$ cat config.mk
export PLATFORM = sky130hd
export DESIGN_NAME = inp_camera_timing
export DESIGN_NICKNAME = d
export VERILOG_FILES = /design/src/rtl/inp_camera_timing.sv
export SDC_FILE = /design/constraint.sdc
export NUM_CORES = 1
export LEC_CHECK = 0
export ABC_CLOCK_PERIOD_IN_PS = 4500
export CORE_ASPECT_RATIO = 1.2
export CORE_MARGIN = 5
export CORE_UTILIZATION = 30
export DETAILED_ROUTE_END_ITERATION = 12
export PLACE_DENSITY = 0.58
export SETUP_SLACK_MARGIN = 0.5
export SLEW_MARGIN = 20
export SYNTH_ARGS = -nofsm -noshare
export SYNTH_HDL_FRONTEND = slang
export SYNTH_SLANG_ARGS = --single-unit
$ cat constraint.sdc
create_clock -name CLK -period 4.5 [get_ports CLK]
set_input_delay 0.675 -clock CLK [delete_from_list [all_inputs] [get_ports CLK]]
set_output_delay 0.675 -clock CLK [all_outputs]
set_load 0.01 [all_outputs]
$ cat src/rtl/inp_camera_timing.sv
// Camera-link input stage: polarity-normalised FVAL/LVAL/DVAL + pixel lanes, X/Y tracking, SOF/EOL, frame measurement.
// Latency: 2 cycles pin-to-output for sync/DE/data; X/Y/SOF/EOL/FIELD aligned to that output cycle.
// Backpressure: none; the pixel clock is free-running and every input cycle is consumed.
//
// Ports:
//   CLK, RST                          pixel clock, asynchronous active-high reset
//   iFVAL/iLVAL/iDVAL(_POL)           raw camera strobes and their polarity (1 = active-low)
//   iDATA / oDATA                     CHANNELS*PIXEL_WIDTH pixel lanes (lane 0 in LSBs), delayed 2 cycles
//   iERR_CLR                          clears the sticky oLEN_ERR (a same-cycle new error wins)
//   oVSYNC/oHSYNC/oDE/oFIELD          normalised frame/line/pixel-valid and per-frame field toggle
//   oX/oY/oSOF/oEOL                   pixel/line coordinates and start-of-frame / end-of-line pulses
//   oLINE_LEN/oFRAME_LINES/oLEN_ERR   last completed frame measurements and sticky length error
module inp_camera_timing #(
    parameter int PIXEL_WIDTH = 8,
    parameter int CHANNELS    = 2,
    parameter int H_CNT_WIDTH = 12,
    parameter int V_CNT_WIDTH = 11
) (
    input  logic                            CLK,
    input  logic                            RST,
    input  logic                            iFVAL_POL,
    input  logic                            iLVAL_POL,
    input  logic                            iDVAL_POL,
    input  logic                            iFVAL,
    input  logic                            iLVAL,
    input  logic                            iDVAL,
    input  logic [CHANNELS*PIXEL_WIDTH-1:0] iDATA,
    input  logic                            iERR_CLR,
    output logic                            oVSYNC,
    output logic                            oHSYNC,
    output logic                            oDE,
    output logic                            oFIELD,
    output logic [CHANNELS*PIXEL_WIDTH-1:0] oDATA,
    output logic [H_CNT_WIDTH-1:0]          oX,
    output logic [V_CNT_WIDTH-1:0]          oY,
    output logic                            oSOF,
    output logic                            oEOL,
    output logic [H_CNT_WIDTH-1:0]          oLINE_LEN,
    output logic [V_CNT_WIDTH-1:0]          oFRAME_LINES,
    output logic                            oLEN_ERR
);

    localparam int DW = CHANNELS * PIXEL_WIDTH;
    localparam logic [H_CNT_WIDTH-1:0] X_ONE = {{(H_CNT_WIDTH-1){1'b0}}, 1'b1};
    localparam logic [V_CNT_WIDTH-1:0] Y_ONE = {{(V_CNT_WIDTH-1){1'b0}}, 1'b1};

    // ST_WAIT: after reset, until FVAL has been seen inactive at the pins, so a
    // frame already in progress when reset releases is never taken as a start.
    typedef enum logic [1:0] {
        ST_WAIT  = 2'd0,
        ST_ARMED = 2'd1,
        ST_FRAME = 2'd2
    } state_t;

    state_t state, state_next;

    logic          s1_f, s1_l, s1_d;
    logic [DW-1:0] s1_data;
    logic          s1_hs, s1_de;
    logic          f_pin;

    logic                   frame_start, frame_end, frame_end_q;
    logic                   in_frame;
    logic                   line_start, line_end;
    logic                   x_step, x_sat, x_ovf;
    logic [H_CNT_WIDTH-1:0] x_len;
    logic                   y_step, y_sat, y_ovf;
    logic                   len_mis, err_set;
    logic [V_CNT_WIDTH-1:0] line_cnt;
    logic [H_CNT_WIDTH-1:0] ref_len;
    logic                   ref_valid;

    assign f_pin    = iFVAL ^ iFVAL_POL;
    assign s1_hs    = s1_f & s1_l;
    assign s1_de    = s1_hs & s1_d;
    assign in_frame = (state == ST_FRAME);

    always_comb begin
        state_next  = state;
        frame_start = 1'b0;
        frame_end   = 1'b0;
        case (state)
            ST_WAIT: begin
                if (!f_pin) state_next = ST_ARMED;
            end
            ST_ARMED: begin
                if (s1_f && !oVSYNC) begin
                    frame_start = 1'b1;
                    state_next  = ST_FRAME;
                end
            end
            ST_FRAME: begin
                if (!s1_f) begin
                    frame_end  = 1'b1;
                    state_next = ST_ARMED;
                end
            end
            default: state_next = ST_WAIT;
        endcase
    end

    // Line edges compare stage 1 against the registered output; a falling
    // FVAL with LVAL high drops s1_hs and so forces the line end.
    assign line_start = (in_frame | frame_start) & s1_hs & ~oHSYNC;
    assign line_end   = in_frame & oHSYNC & ~s1_hs;

    // oX holds the DE count before the current output cycle; x_len folds in
    // the current cycle so it is the complete count at the line-end edge.
    assign x_step = in_frame & oDE;
    assign x_sat  = (oX == '1);
    assign x_ovf  = x_step & x_sat;
    assign x_len  = (x_step && !x_sat) ? oX + X_ONE : oX;

    // oY advances the cycle after oEOL; a frame start in that cycle wins.
    assign y_step = oEOL & ~frame_start;
    assign y_sat  = (oY == '1);
    assign y_ovf  = y_step & y_sat;

    assign len_mis = line_end & ref_valid & (x_len != ref_len);
    assign err_set = x_ovf | y_ovf | len_mis;

    always_ff @(posedge CLK or posedge RST) begin
        if (RST) begin
            state        <= ST_WAIT;
            s1_f         <= 1'b0;
            s1_l         <= 1'b0;
            s1_d         <= 1'b0;
            s1_data      <= '0;
            oVSYNC       <= 1'b0;
            oHSYNC       <= 1'b0;
            oDE          <= 1'b0;
            oDATA        <= '0;
            oSOF         <= 1'b0;
            oEOL         <= 1'b0;
            oFIELD       <= 1'b0;
            oX           <= '0;
            oY           <= '0;
            line_cnt     <= '0;
            ref_len      <= '0;
            ref_valid    <= 1'b0;
            frame_end_q  <= 1'b0;
            oFRAME_LINES <= '0;
            oLINE_LEN    <= '0;
            oLEN_ERR     <= 1'b0;
        end else begin
            state   <= state_next;
            s1_f    <= f_pin;
            s1_l    <= iLVAL ^ iLVAL_POL;
            s1_d    <= iDVAL ^ iDVAL_POL;
            s1_data <= iDATA;

            oVSYNC <= s1_f;
            oHSYNC <= s1_hs;
            oDE    <= s1_de;
            oDATA  <= s1_data;
            oSOF   <= frame_start;
            oEOL   <= line_end;

            if (frame_start) oFIELD <= ~oFIELD;

            if (frame_start || line_start) oX <= '0;
            else if (x_step)               oX <= x_len;

            if (frame_start)          oY <= '0;
            else if (y_step && !y_sat) oY <= oY + Y_ONE;

            if (frame_start) begin
                line_cnt  <= '0;
                ref_len   <= '0;
                ref_valid <= 1'b0;
            end else if (line_end) begin
                if (line_cnt != '1) line_cnt <= line_cnt + Y_ONE;
                if (!ref_valid) begin
                    ref_valid <= 1'b1;
                    ref_len   <= x_len;
                end
            end

            // Published one cycle after the first oVSYNC=0 cycle, by which
            // point the forced line end of the closing edge is counted.
            frame_end_q <= frame_end;
            if (frame_end_q) begin
                oFRAME_LINES <= line_cnt;
                oLINE_LEN    <= ref_valid ? ref_len : '0;
            end

            if (err_set)       oLEN_ERR <= 1'b1;
            else if (iERR_CLR) oLEN_ERR <= 1'b0;
        end
    end

endmodule
==> impl_metrics.toml <==
[status]
outcome = "complete, no violations"

[clock_tree]
path_clk_slew_ps = 60
insertion_delay_ps = 410
cts_buffer_depth = 2
cts.sinks = 115
numCtsBuffers = 17
post-cts-setup-buffers = 0
htree_levels = 4
tritoncts = "done"
cts_root_buffer = "clkbuf_16"
cts.repair.resized = 0
ctsHoldBuffers = 0

[grt]
grt_pass1_wl_um = 18300
antenna_found_initial = 0
gr-total-overflow = 0
grtUsageTotal = 0.130
grt_pass1_vias = 3451
grt_max_degree = 60

[power]
powerDensity_mw_per_mm2 = 429
p_total_mw = 2.76
irDropWorstVdd_v = 0.000216
p_leak_nw = 2.85

[detailed_routing]
topRoutingLayerUsed = "met4"
wl_met3_um = 872
wire_per_inst_um = 15.0
vias = 3321
first_pass_iters = 4
drcViolationCount = 0
via_per_inst = 4.60
drtAntennaViolNets = 0
wl_met2_um = 5200
routed_wl_um = 10800
met1_length_um = 4640
dr.first_iter.drc_count = 156

[placed_design]
hpwl_um = 7700
gp_congestion = 0.879
port-buffer-count = 93

[timing]
fin_crit_sh = 0.552
rsz0062_at_grt = "no"
setup_viol = 0
fin_crit_ps = 2480
finClkSkew_ps = 9.29
maxSlewHeadroom = 0.359
report.final.slew_viol_count = 0
fin_tns_setup_ps = 0
hold_viol_final = 0
timing.fmax_mhz = 403
worst_slew_pin_slew_ps = 956

[yosys]
synthesis.nets = 432
synth-seq-cells = 115
synth_enable_flop_cells = 0
synth.area.top_cells = "dfrtp_1, xor2_1, nor2_1"
synth-async-reset-ratio = 1.00
syn-cell-area_mm2 = 0.00469
synth_cell_types = 49
synth_top_cell_by_area = "dfrtp_1"
synthFlopType = "dfrtp_1"
synth_top_area_frac = 0.613
seq_area_frac_synth = 0.613
netlist_instances = 404
yosys_warnings = 0
syn_area_per_cell_um2 = 11.6

[worst_setup_path]
required_ps = 4770
path_depth = 8
crit_type = "register to register"
crit_chain = "ha_1 > nand2_2 > nor4_2 > and4bb_2 > xnor2_1 > a2111o_1 > nor4_2 > a31oi_1"
crit_buf_inv = 0
crit_path_max_fanout = 8
reg2regPathDepth = 8
cpLargestDelayFamily = "simple AND/OR/NAND/NOR gates"
start_kind = "register"
slowest_delay_ps = 440
crit_path_frequent_cell = "nor4_2"
worst_path_max_delay_cell = "dfrtp_1"
end_kind = "register"
cp.arrival_ps = 2750

[floorplan]
row_count = 50
ios = 94
die_x_um = 124
start_util = 0.302
die_h_um = 147
fp.dieArea_mm2 = 0.0182
core_mm2 = 0.0155

[min_path]
whs_path_depth = 0
hp-class = "register to register"

[run]
cap_violations = 0

[final_layout]
fin_nets = 530
layout_commonest_cell = "dfrtp_1"
diodes = 0
syn_to_final_growth_pct = 37.4
layout_common_cells = "dfrtp_1, clkdlybuf4s50_1, nor2_1"
layout-drive-gt1-share = 0.121
-- final cells by class --
class / count / area, um^2
Tap cell: 208 / 260
Clock inverter: 14 / 180
Sequential cell: 115 / 2880
Multi-Input combinational cell: 256 / 1690
Inverter: 17 / 66.3
Clock buffer: 17 / 425
Fill cell: 1539 / 9070
Timing Repair Buffer: 95 / 946
-- worst register-to-register path: cells and delay by family (launching register included) --
kind / cells / cell delay (ps)
AND/OR/NAND/NOR: 4 / 1020
AO/OA/AOI/OAI: 2 / 540
flip-flops: 1 / 440
XOR/XNOR: 1 / 140
adder cells (fa/ha/maj): 1 / 230
-- worst paths after layout --
check	from	endpoint	slack, ps
max in group asynchronous	RST	ref_len[3]$_DFFE_PP0P_	2890
max	oX[0]$_DFFE_PP0P_	oLEN_ERR$_DFFE_PP0P_	2020
max reg2reg	oX[0]$_DFFE_PP0P_	oLEN_ERR$_DFFE_PP0P_	2020
min	s1_data[2]$_DFF_PP0_	oDATA[2]$_DFF_PP0_	340
min reg2reg	s1_data[2]$_DFF_PP0_	oDATA[2]$_DFF_PP0_	340
min in group asynchronous	RST	oDATA[2]$_DFF_PP0_	750
-- per-stage QoR --
step	util	hold WS [ps]	setup WS [ps]	instances	area (um^2)
floorplan	-	331	781	404	4690
global placement	0.376	332	2150	691	5840
detailed placement	0.376	335	2050	691	5840
CTS	0.415	345	2010	722	6440
global route	0.415	347	1850	722	6440
finish	0.415	345	2020	722	6440
-- cell usage after synthesis, drive strengths merged, types with 7 or more instances --
cell type  count
o21ai         31
nand4         10
inv           17
nand3         34
mux2          13
a21oi          8
and3           7
xnor2         15
dfrtp        115
xor2          23
nand2         14
clkbuf        11
nor2          47
-- state kept, by name (all words and copies together), names as in the netlist, 2 cells and up --
signal and cells:
oDATA 16, oX 12, s1_data 16, oFRAME_LINES 11, state 2, oLINE_LEN 12
line_cnt 11, oY 11, ref_len 12
-- cell families (layout without fill, tap and decap cells) --
group | Yosys count | in the layout | share of synthesized area
simple gates | 144 | 144 | 0.169
flops | 115 | 115 | 0.613
compound gates | 53 | 53 | 0.0680
xor+xnor | 38 | 38 | 0.0710
buf+inv | 33 | 143 | 0.0280
mux | 18 | 18 | 0.0427
fa+ha+maj | 3 | 3 | 0.00800
-- routing by layer --
| layer | vias to the layer above | global-route usage |
|---|---|---|
| met2 | 73 | 0.199 |
| li1 | 1583 | - |
| met1 | 1655 | 0.162 |
| met5 | - | 0 |
| met4 | 0 | 0.0471 |
| met3 | 10 | 0.0578 |
-- where the power goes --
group | switching [mW] | leakage [nW] | internal [mW]
clock | 0.506 | 0.290 | 0.875
combinational | 0.116 | 1.05 | 0.116
sequential | 0.0619 | 1.51 | 1.09
No activity file was read; power rests on OpenSTA's default activity.
